File: config.mk
export PLATFORM = sky130hd
export DESIGN_NAME = dplca_txop_ager
export DESIGN_NICKNAME = d
export VERILOG_FILES = /design/src/rtl/dplca_pkg.sv /design/src/rtl/dplca_free_search.sv /design/src/rtl/dplca_txop_ager.sv
export SDC_FILE = /design/constraint.sdc
export NUM_CORES = 2
export LEC_CHECK = 0
export CAP_MARGIN = 20
export CORE_AREA = 2 2 255 257
export DETAILED_ROUTE_END_ITERATION = 7
export DIE_AREA = 0 0 257 259
export GPL_TIMING_DRIVEN = 0
export PLACE_DENSITY = 0.76
export SYNTH_ARGS = -nofsm -noshare
export SYNTH_HDL_FRONTEND = slang
export SYNTH_SLANG_ARGS = --single-unit
File: constraint.sdc
create_clock -name clk -period 13.9 [get_ports clk]
set_clock_uncertainty 0.05 [all_clocks]
set_input_delay 1.39 -clock clk [delete_from_list [all_inputs] [get_ports clk]]
set_output_delay 1.39 -clock clk [all_outputs]
set_load 0.05 [all_outputs]
File: src/rtl/dplca_pkg.sv
// rtl/dplca_pkg.sv - shared FSM states and claim/enable constants for the DPLCA TXOP ager
package dplca_pkg;

    typedef enum logic [2:0] {
        DISABLED       = 3'd0,
        WAIT_TXOP_END  = 3'd1,
        TXOP_END       = 3'd2,
        UPDATE_CLAIMED = 3'd3,
        NOTIFY         = 3'd4
    } dplca_state_e;

    localparam logic CLAIMED   = 1'b1;
    localparam logic UNCLAIMED = 1'b0;
    localparam logic ON        = 1'b1;
    localparam logic OFF       = 1'b0;
    localparam logic TRUE      = 1'b1;
    localparam logic FALSE     = 1'b0;

endpackage

File: src/rtl/dplca_free_search.sv
// rtl/dplca_free_search.sv - lowest-zero priority encoder over the TXOP claim table
module dplca_free_search #(
    parameter int NUM_TXOP = 256,
    localparam int ID_W = $clog2(NUM_TXOP)
) (
    input  logic [NUM_TXOP-1:0] claim_table,
    output logic [ID_W-1:0]     free_id,
    output logic                free_valid
);

    // Scan from the top so the last hit is the lowest free index.
    always_comb begin
        free_id    = '0;
        free_valid = 1'b0;
        for (int i = NUM_TXOP - 1; i >= 0; i--) begin
            if (!claim_table[i]) begin
                free_id    = ID_W'(i);
                free_valid = 1'b1;
            end
        end
    end

endmodule

File: src/rtl/dplca_txop_ager.sv
// rtl/dplca_txop_ager.sv - DPLCA TXOP claim-table ager; DPLCA_FREE_SEARCH_EN adds free_id/free_valid
module dplca_txop_ager
    import dplca_pkg::*;
#(
    parameter int NUM_TXOP = 256,
    parameter int AGE_W    = 16,
    localparam int ID_W    = $clog2(NUM_TXOP)
) (
    input  logic                clk,
    input  logic                rst_n,
    input  logic                dplca_aging,
    input  logic                dplca_txop_end,
    input  logic                dplca_txop_claim,
    input  logic [ID_W-1:0]     dplca_txop_id,
    input  logic [AGE_W-1:0]    aging_cycles,
    input  logic [ID_W-1:0]     rd_id,
    output logic                rd_claimed,
    output logic [NUM_TXOP-1:0] txop_claim_table,
    output logic [NUM_TXOP-1:0] txop_claim_table_new,
    output logic [ID_W:0]       claimed_count,
    output logic [AGE_W-1:0]    aging_cnt,
    output logic                dplca_new_age,
    output logic                dplca_txop_table_upd,
    output logic [2:0]          state
`ifdef DPLCA_FREE_SEARCH_EN
    ,
    output logic [ID_W-1:0]     free_id,
    output logic                free_valid
`endif
);

    localparam logic [ID_W:0] TXOP_LIMIT = (ID_W + 1)'(NUM_TXOP);

    dplca_state_e state_q;
    dplca_state_e state_d;
    logic [ID_W-1:0] id_q;
    logic            claim_q;
    logic            id_q_in_range;
    logic            entering_wait;

    assign state          = state_q;
    assign id_q_in_range  = ({1'b0, id_q} < TXOP_LIMIT);
    assign entering_wait  = (state_d == WAIT_TXOP_END) && (state_q != WAIT_TXOP_END);

    always_ff @(posedge clk) begin
        if (!rst_n) begin
            state_q <= DISABLED;
        end else begin
            state_q <= state_d;
        end
    end

    always_comb begin
        state_d = state_q;
        case (state_q)
            DISABLED:       state_d = WAIT_TXOP_END;
            WAIT_TXOP_END:  if (dplca_txop_end) state_d = TXOP_END;
            TXOP_END:       state_d = (claim_q == CLAIMED) ? UPDATE_CLAIMED : NOTIFY;
            UPDATE_CLAIMED: state_d = NOTIFY;
            NOTIFY:         if (!dplca_txop_end) state_d = WAIT_TXOP_END;
            default:        state_d = DISABLED;
        endcase
        if (dplca_aging == OFF) begin
            state_d = DISABLED;
        end
    end

    // Aging is applied on the sampling edge, ahead of the claim write two cycles later,
    // so an ID-0 claim in a rolling cycle lands in the freshly promoted tables.
    always_ff @(posedge clk) begin
        if (!rst_n) begin
            txop_claim_table     <= '0;
            txop_claim_table_new <= '0;
            aging_cnt            <= '0;
            dplca_new_age        <= FALSE;
            dplca_txop_table_upd <= FALSE;
            id_q                 <= '0;
            claim_q              <= UNCLAIMED;
        end else if (dplca_aging == OFF) begin
            txop_claim_table     <= '0;
            txop_claim_table_new <= '0;
            aging_cnt            <= '0;
            dplca_new_age        <= FALSE;
            dplca_txop_table_upd <= FALSE;
        end else begin
            if (entering_wait) begin
                dplca_new_age        <= FALSE;
                dplca_txop_table_upd <= FALSE;
            end
            case (state_q)
                WAIT_TXOP_END: begin
                    if (dplca_txop_end) begin
                        id_q    <= dplca_txop_id;
                        claim_q <= dplca_txop_claim;
                        if (dplca_txop_id == '0) begin
                            if (aging_cnt >= aging_cycles) begin
                                txop_claim_table     <= txop_claim_table_new;
                                txop_claim_table_new <= '0;
                                aging_cnt            <= '0;
                                dplca_new_age        <= TRUE;
                            end else begin
                                aging_cnt <= aging_cnt + 1'b1;
                            end
                        end
                    end
                end
                TXOP_END: begin
                    if (claim_q == UNCLAIMED) begin
                        dplca_txop_table_upd <= TRUE;
                    end
                end
                UPDATE_CLAIMED: begin
                    if (id_q_in_range) begin
                        txop_claim_table[id_q]     <= CLAIMED;
                        txop_claim_table_new[id_q] <= CLAIMED;
                    end
                    dplca_txop_table_upd <= TRUE;
                end
                default: ;
            endcase
        end
    end

    assign rd_claimed = ({1'b0, rd_id} < TXOP_LIMIT) ? txop_claim_table[rd_id] : 1'b0;

    always_comb begin
        claimed_count = '0;
        for (int i = 0; i < NUM_TXOP; i++) begin
            claimed_count = claimed_count + (ID_W + 1)'(txop_claim_table[i]);
        end
    end

`ifdef DPLCA_FREE_SEARCH_EN
    logic [ID_W-1:0] search_id;
    logic            search_valid;

    dplca_free_search #(
        .NUM_TXOP (NUM_TXOP)
    ) u_free_search (
        .claim_table (txop_claim_table),
        .free_id     (search_id),
        .free_valid  (search_valid)
    );

    always_ff @(posedge clk) begin
        if (!rst_n) begin
            free_id    <= '0;
            free_valid <= TRUE;
        end else begin
            free_id    <= search_id;
            free_valid <= search_valid;
        end
    end
`endif

endmodule

==> results <==
- The later-pin clock latency in the skew report is about 0.66 ns.
- Data arrives at the worst endpoint at between 9 and 10 ns.
- The worst-case register-to-register setup slack is 9.70 ns.
- The final hold violation count was 0.
- The total placed cells including tap cells is 4,660.
- The TritonCTS clock tree is built.
- The count of buffers added on input and output ports is 578.
- The final layout net count is between 4k and 5k.
- After synthesis, the share of flip-flops with an asynchronous set or reset is 0%.
- For this design, the CTS-stage hold fixing added 0 buffers.
- The most frequent cell on the critical path is sky130_fd_sc_hd__fa_1.
- The standard cell with the maximum stage delay on the critical path is sky130_fd_sc_hd__clkdlybuf4s50_1.
- The number of global-route vias before repair is around 28k.
- The critical path launch point type is a register.
- The classification of the worst setup path is reg -> out.
- The total of flip-flops plus latches after synthesis is roughly 540.
- Sorting the synthesized cells by area gives the leading types as sky130_fd_sc_hd__dfxtp_1 37%, sky130_fd_sc_hd__fa_1 17%, sky130_fd_sc_hd__a21oi_1 13%, sky130_fd_sc_hd__o31ai_1 6.6%, sky130_fd_sc_hd__inv_1 5.2%.
- The routed design has roughly 140,000 um of wire.
- Counting the fill cells in the layout gives approximately 5.5k.
- The number of distinct library cells after synthesis is 55.
- The reg-to-reg endpoint is txop_claim_table[79]$_SDFFE_PN0P_.
- The wire length of the first global-routing pass is 196,000 um.
- In the synthesized netlist the dominant register cell turns out to be sky130_fd_sc_hd__dfxtp_1.
- The clock sink count is about 540.
- Headroom to the max-slew limit came out at 9.712%.
- The total die area is ~67,000 um^2.
- For this run, the slowest stage of the critical path takes ~0.86 ns.
- The routed design could run at a clock period as short as roughly 11 ns.
- Gates resized during post-CTS repair numbered 0.
- Dividing the detail-routed wire length by the instance count gives 29.64 um.
- For this configuration, the core starts out at a cell density of 45.45%.
- The cell count after synthesis came out at about 3.2k.
- Entering global routing, the biggest net connects 17 pins.
- The detailed router finished its first iteration with approximately 3.8k violations.
- Summed over its instances, the top area cell type makes up a little under two fifths of the synthesized netlist area.
- The final-layout setup total negative slack is 0 ns.
- Setup repair after global routing left no endpoint under its margin.
- The final non-filler cell area is 38,470 um^2.
- Counting instances in the post-synthesis netlist gives the leading cell types as 772 x sky130_fd_sc_hd__a21oi_1, 542 x sky130_fd_sc_hd__dfxtp_1, 404 x sky130_fd_sc_hd__inv_1, 311 x sky130_fd_sc_hd__nor2_1, 256 x sky130_fd_sc_hd__o31ai_1.
- The worst-case IR drop observed on VDD is 0.09320 mV.
- The routed layout has 29.35k vias.
- The placer's final routability congestion estimate is 1.053.
- Measured along the y axis, the die boundary spans between 200 and 300 um.
- Across the run, the number of max-cap violations was 0.
- The number of enable-type register cells in the synthesized netlist is 0.
- The most frequent cell after synthesis is sky130_fd_sc_hd__a21oi_1.
- Hold is met by 0.4147 ns.
- The max-slew violation count is 0.
- The total leakage power is 14.14 nW.
- The number of standard cells in the layout, taps in and fillers out is around 4.8k.
- Cells with a size suffix above 1 make up roughly 6.5% of the layout.
- The H-tree depth is 2.
- The worst register-to-register path has a depth of 10.
- The slew of the pin with the lowest slew margin is between 1 and 1.5 ns.
- The detailed-placement wirelength estimate is about 110,000 um.
- In the routed design, unresolved DRC markers number 0.
- The area added between synthesis and finish is 32.52%.
- The launch point of the worst path is txop_claim_table[155]$_SDFFE_PN0P_.
- The power per unit of standard cell area is around 85 nW/um^2.
- During synthesis, Yosys emitted a total of 0 warnings.
- Clock-pin slew was measured on the worst setup and hold paths at ~0.060 ns.
- The buffer count from post-CTS setup fixing is 0.
- In this run the clock root is driven by a sky130_fd_sc_hd__clkbuf_16.
- The site row count is 93.
- The number of iterations in the first detailed-routing pass is 6.
- After synthesis, flip-flops and latches occupy between 30% and 40% of the total area.
- Global routing finished with a remaining overflow of 0.
- The timing endpoint of the critical path is claimed_count[6].
- The cell area after placement is 36,500 um^2.
- Pin placement for this block handled 580 I/O pins.
- At the worst endpoint, the required time is ~12 ns.
- Of all nets on the critical path, the largest fanout is 4.
- The final antenna-violating net count is 0.
- Static timing analysis puts the maximum clock frequency at a little under 0.09 GHz.
- The library cell with the largest summed area after synthesis is sky130_fd_sc_hd__dfxtp_1.
- The synthesized netlist occupies a cell area of approximately 29,000 um^2.
- The area of the core is between 60,000 and 70,000 um^2.
- After synthesis, the mean cell area works out to roughly 9.1 um^2.
- The number of antenna violations at the first check in global routing came to 9.
- The startpoint identified for the worst register-to-register timing path is aging_cnt[13]$_SDFFE_PN0P_.
- The net count after synthesis is roughly 3.5k.
- The worst setup path is captured at a primary output.
- The total clock buffers created by CTS is 56.
- The number of buffers between clock root and the deepest sink is 3.
- The count of endpoints failing setup in the final report is 0.
- The detail-routed via count per cell is about 6.1.
- The run finished with clean final reports.
- The total routing usage reported by global routing is about two fifths.
- In this run the worst hold path is classified as reg -> reg.
- The width of the die is about 260 um.
- The worst path uses between 80% and 90% of the clock period.
-- layout by cell type (no fill, tap or decap), types with 12 or more instances in the layout --
master	synthesis	final
sky130_fd_sc_hd__a21oi_1	772	772
sky130_fd_sc_hd__clkdlybuf4s50_1	0	578
sky130_fd_sc_hd__dfxtp_1	542	542
sky130_fd_sc_hd__inv_1	404	404
sky130_fd_sc_hd__nor2_1	311	311
sky130_fd_sc_hd__o31ai_1	256	256
sky130_fd_sc_hd__fa_1	242	242
sky130_fd_sc_hd__clkbuf_1	189	195
sky130_fd_sc_hd__buf_2	65	65
sky130_fd_sc_hd__ha_1	56	56
sky130_fd_sc_hd__clkbuf_16	0	56
sky130_fd_sc_hd__mux2i_1	53	53
sky130_fd_sc_hd__nand2_1	38	38
sky130_fd_sc_hd__mux4_2	33	33
sky130_fd_sc_hd__buf_8	0	30
sky130_fd_sc_hd__nand3_1	22	22
sky130_fd_sc_hd__nor3_1	19	19
sky130_fd_sc_hd__o22ai_1	18	18
sky130_fd_sc_hd__clkbuf_8	0	18
sky130_fd_sc_hd__xor2_1	12	12
sky130_fd_sc_hd__buf_1	10	12
-- metrics by stage --
stage | power, mW | util [%] | setup WS (ns)
after floorplan | 1.668 | - | 4.073
after global placement | 1.718 | 56.18 | 3.519
after detailed placement | 1.720 | 57.13 | 3.364
after CTS | 3.238 | 60.12 | 2.688
after global routing | 3.311 | 60.21 | 2.440
final | 3.260 | 60.22 | 2.673
-- sequential cells by signal, indices dropped and copies added, names as in the netlist --
signal,count
claim_q,1
dplca_new_age,1
aging_cnt,16
dplca_txop_table_upd,1
id_q,8
txop_claim_table,256
txop_claim_table_new,256
state,3
-- critical path: cells and delay by family (launching register included) --
| kind | cells | cell delay, ns |
|---|---|---|
| fa+ha+maj | 13 | 6.11 |
| buf+inv | 11 | 1.56 |
| compound gates | 4 | 0.76 |
| flops | 1 | 0.46 |
| xor+xnor | 1 | 0.22 |
-- power by group --
part / switching, mW / total, mW / internal, mW
logic: 0.0927 / 0.137 / 0.0444
clock network: 0.685 / 1.57 / 0.883
registers: 0.000918 / 1.55 / 1.55
total: 0.778 / 3.26 / 2.48
-- per-layer routing --
| metal | track usage [%] | wire [um] |
|---|---|---|
| met1 | 48.13 | 48310 |
| met2 | 61.32 | 59720 |
| met3 | 17.00 | 21080 |
| met4 | 28.18 | 12300 |
| met5 | 0 | 66 |
-- kinds of logic after synthesis --
family          after synthesis  synth area share (%)
mux                         102                 5.370
xor+xnor                     21                0.6336
simple gates                438                 6.327
compound gates             1114                 22.05
fa+ha+maj                   299                 19.14
flops                       542                 37.37
buf+inv                     674                 9.111
-- how the worst min path moves through the flow --
stage,slack [ns],end,from,cells past startpoint
floorplan,0.39,claim_q$_SDFFE_PN0P_,claim_q$_SDFFE_PN0P_,2
global placement,0.39,dplca_new_age$_SDFF_PN0_,dplca_new_age$_SDFF_PN0_,2
detailed placement,0.41,dplca_new_age$_SDFF_PN0_,dplca_new_age$_SDFF_PN0_,2
CTS,0.41,dplca_new_age$_SDFF_PN0_,dplca_new_age$_SDFF_PN0_,2
global route,0.44,dplca_txop_table_upd$_SDFF_PN0_,dplca_txop_table_upd$_SDFF_PN0_,2
finish,0.41,dplca_new_age$_SDFF_PN0_,dplca_new_age$_SDFF_PN0_,2
-- cell type report --
class / count / area [um^2] / area share [%]
clock buffer: 87 / 1698 / 4.413
sequential: 542 / 10850 / 28.20
inverter: 404 / 1516 / 3.942
tap: 855 / 1070 / 2.781
antenna: 5 / 12.51 / 0.03252
clock inverter: 18 / 210.2 / 0.5464
multi-input combinational: 1974 / 15540 / 40.39
buffer: 270 / 1137 / 2.956
timing repair buffer: 619 / 6441 / 16.74
No activity file was read; power rests on OpenSTA's default activity.
